<file path="config.mk">
export PLATFORM = sky130hd
export DESIGN_NAME = sd_init_sequencer_flat
export DESIGN_NICKNAME = d
export VERILOG_FILES = /design/src/rtl/sd_init_sequencer_if.sv /design/src/rtl/sd_init_sequencer.sv /design/src/flat_wrapper.sv
export SDC_FILE = /design/constraint.sdc
export NUM_CORES = 1
export LEC_CHECK = 0
export CAP_MARGIN = 20
export CORE_MARGIN = 2
export CORE_UTILIZATION = 50
export DETAILED_ROUTE_END_ITERATION = 8
export DONT_BUFFER_PORTS = 1
export GPL_ROUTABILITY_DRIVEN = 0
export HOLD_SLACK_MARGIN = 0.06
export MAX_ROUTING_LAYER = met4
export PLACE_DENSITY = 0.67
export SLEW_MARGIN = 10
export SYNTH_ARGS = -nofsm -noshare
export SYNTH_HDL_FRONTEND = slang
export SYNTH_SLANG_ARGS = --single-unit
export TNS_END_PERCENT = 30
</file>
<file path="constraint.sdc">
create_clock -name clk -period 6.2 [get_ports clk]
set_input_delay 0.93 -clock clk [delete_from_list [all_inputs] [get_ports clk]]
set_output_delay 0.93 -clock clk [all_outputs]
set_load 0.02 [all_outputs]
</file>
<file path="src/rtl/sd_init_sequencer_if.sv">
// Command bus between the init sequencer and sd_controller.
// The master side issues commands and the slave side answers them.
interface sd_init_sequencer_if;
  logic [5:0]  cmd;
  logic [31:0] arg;
  logic [6:0]  crc;
  logic [2:0]  nresponse;
  logic        cmd_start;
  logic        cmd_done;
  logic [39:0] resp;

  modport master (
    output cmd, arg, crc, nresponse, cmd_start,
    input  cmd_done, resp
  );

  modport slave (
    input  cmd, arg, crc, nresponse, cmd_start,
    output cmd_done, resp
  );
endinterface

</file>
<file path="src/rtl/sd_init_sequencer.sv">
// SPI-mode SD card power-up sequencer: CMD0, CMD8, CMD55/ACMD41 loop, CMD58.
// Reports card version, capacity class, ready and error status.
module sd_init_sequencer #(
  parameter int unsigned CMD0_RETRIES   = 8,
  parameter int unsigned ACMD41_RETRIES = 1000,
  parameter int unsigned GAP_CYCLES     = 16,
  parameter int unsigned CMD_TIMEOUT    = 65535
) (
  input  logic                clk,
  input  logic                rst,
  input  logic                init_start,
  output logic                busy,
  output logic                ready,
  output logic                error,
  output logic [2:0]          err_code,
  output logic                card_v2,
  output logic                card_sdhc,
  sd_init_sequencer_if.master bus
);

  localparam int unsigned C0W = $clog2(CMD0_RETRIES + 1);
  localparam int unsigned AW  = $clog2(ACMD41_RETRIES + 1);
  localparam int unsigned GW  = $clog2(GAP_CYCLES + 1);
  localparam int unsigned TW  = 16;

  typedef enum logic [2:0] {
    ST_IDLE, ST_CMD0, ST_CMD8, ST_CMD55, ST_CMD41, ST_CMD58, ST_DONE, ST_ERROR
  } state_t;

  state_t          state_q, state_d, issue_st;
  logic            await_q, await_d;
  logic [GW-1:0]   gap_q, gap_d;
  logic [TW-1:0]   tmo_q, tmo_d;
  logic [C0W-1:0]  c0_q, c0_d;
  logic [AW-1:0]   pair_q, pair_d;
  logic            busy_q, busy_d, ready_q, ready_d, error_q, error_d;
  logic [2:0]      err_code_q, err_code_d;
  logic            v2_q, v2_d, sdhc_q, sdhc_d;
  logic [5:0]      cmd_q, cmd_d;
  logic [31:0]     arg_q, arg_d;
  logic [6:0]      crc_q, crc_d;
  logic [2:0]      nresp_q, nresp_d;
  logic            start_q, start_d;
  logic            issue, fail, finish_ok;
  logic [2:0]      fail_code;
  logic [7:0]      r1;
  logic            unused_resp;

  assign unused_resp = ^bus.resp[29:12];

  // Each command phase is a state; await_q splits it into gap-wait and response-wait.
  always_comb begin
    state_d    = state_q;
    await_d    = await_q;
    gap_d      = gap_q;
    tmo_d      = tmo_q;
    c0_d       = c0_q;
    pair_d     = pair_q;
    busy_d     = busy_q;
    ready_d    = ready_q;
    error_d    = error_q;
    err_code_d = err_code_q;
    v2_d       = v2_q;
    sdhc_d     = sdhc_q;
    cmd_d      = cmd_q;
    arg_d      = arg_q;
    crc_d      = crc_q;
    nresp_d    = nresp_q;
    start_d    = 1'b0;
    issue      = 1'b0;
    issue_st   = state_q;
    fail       = 1'b0;
    fail_code  = 3'd0;
    finish_ok  = 1'b0;
    r1         = bus.resp[39:32];

    case (state_q)
      ST_IDLE, ST_DONE, ST_ERROR: begin
        state_d = ST_IDLE;
        if (init_start) begin
          ready_d    = 1'b0;
          error_d    = 1'b0;
          err_code_d = 3'd0;
          v2_d       = 1'b0;
          sdhc_d     = 1'b0;
          c0_d       = '0;
          pair_d     = '0;
          busy_d     = 1'b1;
          state_d    = ST_CMD0;
          issue      = 1'b1;
          issue_st   = ST_CMD0;
        end
      end
      default: begin
        if (!await_q) begin
          if (gap_q == GW'(GAP_CYCLES - 1)) issue = 1'b1;
          else                              gap_d = gap_q + GW'(1);
        end else if (bus.cmd_done) begin
          await_d = 1'b0;
          gap_d   = '0;
          case (state_q)
            ST_CMD0: begin
              if (r1 == 8'h01)                          state_d = ST_CMD8;
              else if (c0_q == C0W'(CMD0_RETRIES - 1)) begin fail = 1'b1; fail_code = 3'd1; end
              else                                      c0_d = c0_q + C0W'(1);
            end
            ST_CMD8: begin
              if (r1[2]) begin
                v2_d    = 1'b0;
                state_d = ST_CMD55;
              end else if (r1 == 8'h01 && bus.resp[11:0] == 12'h1AA) begin
                v2_d    = 1'b1;
                state_d = ST_CMD55;
              end else begin
                fail = 1'b1; fail_code = 3'd2;
              end
            end
            ST_CMD55: begin
              if (r1 == 8'h00 || r1 == 8'h01) state_d = ST_CMD41;
              else begin fail = 1'b1; fail_code = 3'd3; end
            end
            ST_CMD41: begin
              if (r1 == 8'h00) begin
                if (v2_q) state_d = ST_CMD58;
                else begin sdhc_d = 1'b0; finish_ok = 1'b1; end
              end else if (r1 == 8'h01) begin
                if (pair_q == AW'(ACMD41_RETRIES - 1)) begin fail = 1'b1; fail_code = 3'd4; end
                else begin
                  pair_d  = pair_q + AW'(1);
                  state_d = ST_CMD55;
                end
              end else begin
                fail = 1'b1; fail_code = 3'd3;
              end
            end
            ST_CMD58: begin
              if (r1 == 8'h00) begin sdhc_d = bus.resp[30]; finish_ok = 1'b1; end
              else begin fail = 1'b1; fail_code = 3'd6; end
            end
            default: ;
          endcase
        end else if (tmo_q == TW'(CMD_TIMEOUT - 1)) begin
          fail = 1'b1; fail_code = 3'd5;
        end else begin
          tmo_d = tmo_q + TW'(1);
        end
      end
    endcase

    if (fail) begin
      error_d    = 1'b1;
      err_code_d = fail_code;
      busy_d     = 1'b0;
      await_d    = 1'b0;
      state_d    = ST_ERROR;
    end
    if (finish_ok) begin
      ready_d = 1'b1;
      busy_d  = 1'b0;
      state_d = ST_DONE;
    end

    // Load the command fields together with the one-cycle start pulse.
    if (issue) begin
      start_d = 1'b1;
      await_d = 1'b1;
      tmo_d   = '0;
      case (issue_st)
        ST_CMD0:  begin cmd_d = 6'd0;  arg_d = 32'h0000_0000; crc_d = 7'h4A; nresp_d = 3'd1; end
        ST_CMD8:  begin cmd_d = 6'd8;  arg_d = 32'h0000_01AA; crc_d = 7'h43; nresp_d = 3'd5; end
        ST_CMD55: begin cmd_d = 6'd55; arg_d = 32'h0000_0000; crc_d = 7'h32; nresp_d = 3'd1; end
        ST_CMD41: begin
          cmd_d   = 6'd41;
          arg_d   = v2_q ? 32'h4000_0000 : 32'h0000_0000;
          crc_d   = v2_q ? 7'h3B : 7'h72;
          nresp_d = 3'd1;
        end
        ST_CMD58: begin cmd_d = 6'd58; arg_d = 32'h0000_0000; crc_d = 7'h7E; nresp_d = 3'd5; end
        default:  ;
      endcase
    end
  end

  always_ff @(posedge clk or posedge rst) begin
    if (rst) begin
      state_q    <= ST_IDLE;
      await_q    <= 1'b0;
      gap_q      <= '0;
      tmo_q      <= '0;
      c0_q       <= '0;
      pair_q     <= '0;
      busy_q     <= 1'b0;
      ready_q    <= 1'b0;
      error_q    <= 1'b0;
      err_code_q <= 3'd0;
      v2_q       <= 1'b0;
      sdhc_q     <= 1'b0;
      cmd_q      <= 6'd0;
      arg_q      <= 32'd0;
      crc_q      <= 7'd0;
      nresp_q    <= 3'd0;
      start_q    <= 1'b0;
    end else begin
      state_q    <= state_d;
      await_q    <= await_d;
      gap_q      <= gap_d;
      tmo_q      <= tmo_d;
      c0_q       <= c0_d;
      pair_q     <= pair_d;
      busy_q     <= busy_d;
      ready_q    <= ready_d;
      error_q    <= error_d;
      err_code_q <= err_code_d;
      v2_q       <= v2_d;
      sdhc_q     <= sdhc_d;
      cmd_q      <= cmd_d;
      arg_q      <= arg_d;
      crc_q      <= crc_d;
      nresp_q    <= nresp_d;
      start_q    <= start_d;
    end
  end

  assign busy          = busy_q;
  assign ready         = ready_q;
  assign error         = error_q;
  assign err_code      = err_code_q;
  assign card_v2       = v2_q;
  assign card_sdhc     = sdhc_q;
  assign bus.cmd       = cmd_q;
  assign bus.arg       = arg_q;
  assign bus.crc       = crc_q;
  assign bus.nresponse = nresp_q;
  assign bus.cmd_start = start_q;

endmodule

</file>
<file path="src/flat_wrapper.sv">
// flat-port wrapper written by rule: the top's interface ports become plain ports
module sd_init_sequencer_flat 
#(
  parameter int unsigned CMD0_RETRIES   = 8,
  parameter int unsigned ACMD41_RETRIES = 1000,
  parameter int unsigned GAP_CYCLES     = 16,
  parameter int unsigned CMD_TIMEOUT    = 65535
)
  (clk, rst, init_start, busy, ready, error, err_code, card_v2, card_sdhc, bus_cmd, bus_arg, bus_crc, bus_nresponse, bus_cmd_start, bus_cmd_done, bus_resp);
  sd_init_sequencer_if bus_i ();
  input  logic clk;
  input  logic rst;
  input  logic init_start;
  output logic busy;
  output logic ready;
  output logic error;
  output logic [2:0] err_code;
  output logic card_v2;
  output logic card_sdhc;
  output wire logic [$bits(bus_i.cmd)-1:0] bus_cmd;
  output wire logic [$bits(bus_i.arg)-1:0] bus_arg;
  output wire logic [$bits(bus_i.crc)-1:0] bus_crc;
  output wire logic [$bits(bus_i.nresponse)-1:0] bus_nresponse;
  output wire logic [$bits(bus_i.cmd_start)-1:0] bus_cmd_start;
  input wire logic [$bits(bus_i.cmd_done)-1:0] bus_cmd_done;
  input wire logic [$bits(bus_i.resp)-1:0] bus_resp;
  assign bus_cmd = bus_i.cmd;
  assign bus_arg = bus_i.arg;
  assign bus_crc = bus_i.crc;
  assign bus_nresponse = bus_i.nresponse;
  assign bus_cmd_start = bus_i.cmd_start;
  assign bus_i.cmd_done = bus_cmd_done;
  assign bus_i.resp = bus_resp;
  sd_init_sequencer #(.CMD0_RETRIES(CMD0_RETRIES), .ACMD41_RETRIES(ACMD41_RETRIES), .GAP_CYCLES(GAP_CYCLES), .CMD_TIMEOUT(CMD_TIMEOUT)) u_core (.clk(clk), .rst(rst), .init_start(init_start), .busy(busy), .ready(ready), .error(error), .err_code(err_code), .card_v2(card_v2), .card_sdhc(card_sdhc), .bus(bus_i));
endmodule
</file>
==> report_table.html <==
<table>
<tr><th>Metric</th><th>Value</th></tr>
<tr><th colspan="2">Route</th></tr>
<tr><td>DRC violations left</td><td>0</td></tr>
<tr><td>DRT Pass-1 Iters</td><td>5</td></tr>
<tr><td>Post-detailed-route wirelength per cell</td><td>15.4 um</td></tr>
<tr><td>Number of nets still failing antenna checks after routing</td><td>0</td></tr>
<tr><td>Avg Vias per Cell</td><td>5.69</td></tr>
<tr><td>Detailed router's first-iteration violation count</td><td>250</td></tr>
<tr><td>Total number of vias</td><td>2879</td></tr>
<tr><td>DRT Wirelength</td><td>7.81 mm</td></tr>
<tr><th colspan="2">Place</th></tr>
<tr><td>Cell area after placement</td><td>3590 sq um</td></tr>
<tr><td>Count of input and output buffers</td><td>0</td></tr>
<tr><td>Half-perimeter wire length of the detailed placement result</td><td>5.46 mm</td></tr>
<tr><td>Placed Instances</td><td>489</td></tr>
<tr><th colspan="2">Yosys</th></tr>
<tr><td>Cell Area, Synth</td><td>3680 sq um</td></tr>
<tr><td>Leading cell types by total area after synthesis</td><td>sky130_fd_sc_hd__dfrtp_1, sky130_fd_sc_hd__buf_4, sky130_fd_sc_hd__nand2_1, sky130_fd_sc_hd__nor2_1, sky130_fd_sc_hd__o21ai_0</td></tr>
<tr><td>Distinct cells, synth</td><td>66</td></tr>
<tr><td>Dominant register cell in the synthesized netlist</td><td>sky130_fd_sc_hd__dfrtp_1</td></tr>
<tr><td>Yosys reg bits</td><td>62</td></tr>
<tr><td>Share of flip-flops with an asynchronous set or reset after synthesis</td><td>100%</td></tr>
<tr><td>Number of instances in the synthesized netlist</td><td>412</td></tr>
<tr><td>Number of synthesized flops with an enable pin</td><td>0</td></tr>
<tr><td>Sequential share of the synthesized area</td><td>42.2%</td></tr>
<tr><td>Post-synth top area share</td><td>42.2%</td></tr>
<tr><td>Largest area contributor in the netlist</td><td>sky130_fd_sc_hd__dfrtp_1</td></tr>
<tr><td>Synthesized area per cell</td><td>8.93 sq um</td></tr>
<tr><td>Number of warnings reported in the yosys synthesis log</td><td>0</td></tr>
<tr><th colspan="2">Global routing</th></tr>
<tr><td>Global-route wire length before repair</td><td>13.1 mm</td></tr>
<tr><td>Initial antenna violation count</td><td>0</td></tr>
<tr><td>Total congestion overflow after global routing</td><td>0</td></tr>
<tr><td>All-layer global routing usage</td><td>20.8%</td></tr>
<tr><td>Maximum number of pins on one net before global-route repair</td><td>63</td></tr>
<tr><td>Number of global-route vias before repair</td><td>2733</td></tr>
<tr><th colspan="2">Timing</th></tr>
<tr><td>Minimum hold slack</td><td>0.515 ns</td></tr>
<tr><td>Crit path time final</td><td>2.81 ns</td></tr>
<tr><td>Hold Violations, Final</td><td>0</td></tr>
<tr><td>Slew @ Worst Pin</td><td>0.895 ns</td></tr>
<tr><td>Clk_skew</td><td>0.0126 ns</td></tr>
<tr><td>Max-slew headroom at the worst pin</td><td>40.4%</td></tr>
<tr><td>Number of setup violations in the final report</td><td>0</td></tr>
<tr><td>Pins Over Slew Limit</td><td>0</td></tr>
<tr><td>Final setup TNS</td><td>0 ns</td></tr>
<tr><td>Unrepaired setup endpoints after global routing</td><td>false</td></tr>
<tr><td>Upper clock frequency limit</td><td>356 MHz</td></tr>
<tr><td>Final cycle utilization of the critical path</td><td>45.3%</td></tr>
<tr><th colspan="2">Floorplan</th></tr>
<tr><td>Overall die width</td><td>89.8 um</td></tr>
<tr><td>Ports placed on the boundary</td><td>101</td></tr>
<tr><td>Std-Cell Rows</td><td>31</td></tr>
<tr><td>Core region area</td><td>7180 sq um</td></tr>
<tr><td>Starting density of the core</td><td>51.2%</td></tr>
<tr><td>Total Die Area</td><td>8060 sq um</td></tr>
<tr><td>Die Height</td><td>89.8 um</td></tr>
<tr><th colspan="2">Setup path</th></tr>
<tr><td>Reg-to-reg setup timing slack</td><td>3.39 ns</td></tr>
<tr><td>Worst setup SP type</td><td>flip-flop</td></tr>
<tr><td>Maximum fanout along the worst path</td><td>25</td></tr>
<tr><td>Worst path required time</td><td>6.42 ns</td></tr>
<tr><td>Type of destination of the critical path</td><td>flip-flop</td></tr>
<tr><td>CP Data Arrival Time</td><td>3.03 ns</td></tr>
<tr><td>Reg-to-reg startpoint</td><td>u_core.state_q[1]$_DFFE_PP0P_</td></tr>
<tr><td>Critical Setup Path Class</td><td>flip-flop to flip-flop</td></tr>
<tr><td>RR Endpoint</td><td>u_core.state_q[1]$_DFFE_PP0P_</td></tr>
<tr><td>Register-to-Register Path Depth</td><td>5</td></tr>
<tr><th colspan="2">Finish</th></tr>
<tr><td>Area growth from synthesis to layout</td><td>3.47%</td></tr>
<tr><td>Most frequent standard cell in the layout excluding fill and tap cells</td><td>sky130_fd_sc_hd__dfrtp_1</td></tr>
<tr><td>Number of fill cells in the layout</td><td>667</td></tr>
<tr><td>Post-route cell area</td><td>3800 sq um</td></tr>
<tr><td>Area of the multi-input gates</td><td>1850 sq um</td></tr>
<tr><td>Layout cell share with drive strength beyond 1</td><td>8.11%</td></tr>
<tr><td>Storage element area</td><td>1550 sq um</td></tr>
<tr><td>Number of non-filler instances in the completed layout</td><td>506</td></tr>
<tr><td>Most used cells in the layout excluding fill and tap cells</td><td>sky130_fd_sc_hd__dfrtp_1, sky130_fd_sc_hd__nand2_1, sky130_fd_sc_hd__nor2_1</td></tr>
<tr><td>Number of antenna diodes</td><td>0</td></tr>
<tr><td>Number of nets in the layout</td><td>452</td></tr>
<tr><th colspan="2">Power</th></tr>
<tr><td>Power Dens Cells</td><td>428 nW/um^2</td></tr>
<tr><td>Lkg Pwr</td><td>1.66 nW</td></tr>
<tr><td>Total power draw</td><td>0.00163 W</td></tr>
<tr><td>Peak ir drop on the vdd network</td><td>0.212 mV</td></tr>
<tr><th colspan="2">Run</th></tr>
<tr><td>Total of max-cap violations</td><td>0</td></tr>
<tr><th colspan="2">Clock network</th></tr>
<tr><td>CTS Sinks</td><td>62</td></tr>
<tr><td>Maximum clock insertion buffer count</td><td>2</td></tr>
<tr><td>Clock buffer count from CTS</td><td>9</td></tr>
<tr><td>Hold buffer count at cts</td><td>0</td></tr>
<tr><td>CTS Root Cell</td><td>sky130_fd_sc_hd__clkbuf_8</td></tr>
<tr><td>Clk slew on worst S/H paths</td><td>0.08 ns</td></tr>
<tr><td>Cts repair resizes</td><td>0</td></tr>
<tr><td>Post-CTS setup buffer count</td><td>0</td></tr>
<tr><td>Number of H-tree levels</td><td>3</td></tr>
<tr><td>Clk Latency, worst-skew pair</td><td>0.35 ns</td></tr>
<tr><td>TritonCTS clock tree</td><td>done</td></tr>
<tr><th colspan="2">Hold path</th></tr>
<tr><td>Start point of the worst hold path</td><td>u_core.gap_q[4]$_DFFE_PP0P_</td></tr>
<tr><td>Hold EP</td><td>u_core.gap_q[4]$_DFFE_PP0P_</td></tr>
<tr><td>Depth of the worst hold-timing path</td><td>2</td></tr>
<tr><td>Path category of the worst min-delay check</td><td>flip-flop to flip-flop</td></tr>
<tr><th colspan="2">Status</th></tr>
<tr><td>Result of the run</td><td>completed</td></tr>
</table>
## metrics by stage
step | util [%] | worst slack [ns]
after floorplan | - | 3.12
after global placement | 50.1 | 3.03
after detailed placement | 50.1 | 3.03
after CTS | 53.0 | 3.38
after global routing | 53.0 | 3.09
final | 53.0 | 3.39
## report_power, final
group	internal [W]	total, W	switching [W]
clock network	0.000190	0.000372	0.000182
logic	0.000210	0.000528	0.000318
registers	0.000497	0.000729	0.000233
## state kept, by name (all words and copies together), names as in the netlist
| register | flops |
|---|---|
| u_core.bus.cmd_start | 1 |
| u_core.pair_q | 10 |
| u_core.busy | 1 |
| u_core.ready | 1 |
| u_core.bus.arg | 2 |
| u_core.bus.cmd | 4 |
| u_core.c0_q | 4 |
| u_core.bus.crc | 6 |
| u_core.err_code | 3 |
| u_core.tmo_q | 16 |
| u_core.bus.nresponse | 2 |
| u_core.error | 1 |
| u_core.await_q | 1 |
| u_core.card_sdhc | 1 |
| u_core.card_v2 | 1 |
| u_core.gap_q | 5 |
| u_core.state_q | 3 |
## how the worst max path moves through the flow
stage / to / slack, ns / start / cells past startpoint
after detailed placement: u_core.state_q[1]$_DFFE_PP0P_ / 3.03 / bus_resp[37] / 6
after floorplan: u_core.state_q[1]$_DFFE_PP0P_ / 3.12 / bus_resp[37] / 7
after global routing: u_core.bus.cmd[0]$_DFFE_PP0P_ / 3.09 / u_core.state_q[1]$_DFFE_PP0P_ / 8
after global placement: u_core.state_q[1]$_DFFE_PP0P_ / 3.03 / bus_resp[37] / 6
final: u_core.state_q[1]$_DFFE_PP0P_ / 3.39 / u_core.state_q[1]$_DFFE_PP0P_ / 5
after CTS: u_core.bus.cmd[0]$_DFFE_PP0P_ / 3.38 / u_core.state_q[1]$_DFFE_PP0P_ / 8
## synthesized netlist by cell type, drive strengths merged, types with 2 or more instances
cell / n
clkbuf: 14
and3: 7
buf: 37
nor2b: 5
o21a: 3
inv: 12
a21oi: 21
and2: 3
o31a: 3
or3: 3
or4: 5
nand2: 41
nand2b: 5
nor3b: 2
a21o: 5
o21ai: 25
or4b: 2
and4: 2
xnor2: 4
a21boi: 2
ha: 6
o22ai: 2
a22oi: 2
nor2: 41
nor4bb: 2
nor3: 15
nor4: 5
nor4b: 3
mux2i: 3
mux2: 2
dfrtp: 62
nand3: 16
nand4: 10
a211oi: 4
a32oi: 2
xor2: 14
## cell type report
type | count | share of cell area, %
clock buffers | 9 | 3.26
clock inverters | 7 | 2.14
inverters | 13 | 1.28
multi-input cells | 312 | 48.6
flip-flops and latches | 62 | 40.8
well taps | 99 | 3.26
repair buffers | 4 | 0.723
## worst max-delay path, cell delays in order (launching register included)
cell	delay, ns
sky130_fd_sc_hd__dfrtp_1	0.76
sky130_fd_sc_hd__and3b_1	0.32
sky130_fd_sc_hd__or4b_4	0.57
sky130_fd_sc_hd__a211o_1	0.30
sky130_fd_sc_hd__and2_4	0.20
sky130_fd_sc_hd__or4_4	0.53
## routing by layer
layer | share of wire (%) | wire [um] | up-vias | GRT usage [%]
li1 | - | - | 1389 | -
met1 | 47 | 3660 | 1336 | 28.4
met2 | 43 | 3360 | 137 | 30.1
met3 | 8.3 | 648 | 17 | 5.11
met4 | 1.8 | 140 | 0 | 8.33
met5 | 0 | 0 | - | -
## kinds of logic (layout without fill, tap and decap cells)
kind of cell,after synthesis,count (layout),synth area share (%)
multiplexers,5,5,1.43
XOR/XNOR,18,18,4.29
flip-flops,62,62,42.2
AO/OA/AOI/OAI,83,83,14.6
other,1,27,0.102
buffers and inverters,64,33,10.2
AND/OR/NAND/NOR,173,173,25.1
adder cells (fa/ha/maj),6,6,2.04
Power figures use the tool's default switching activity.
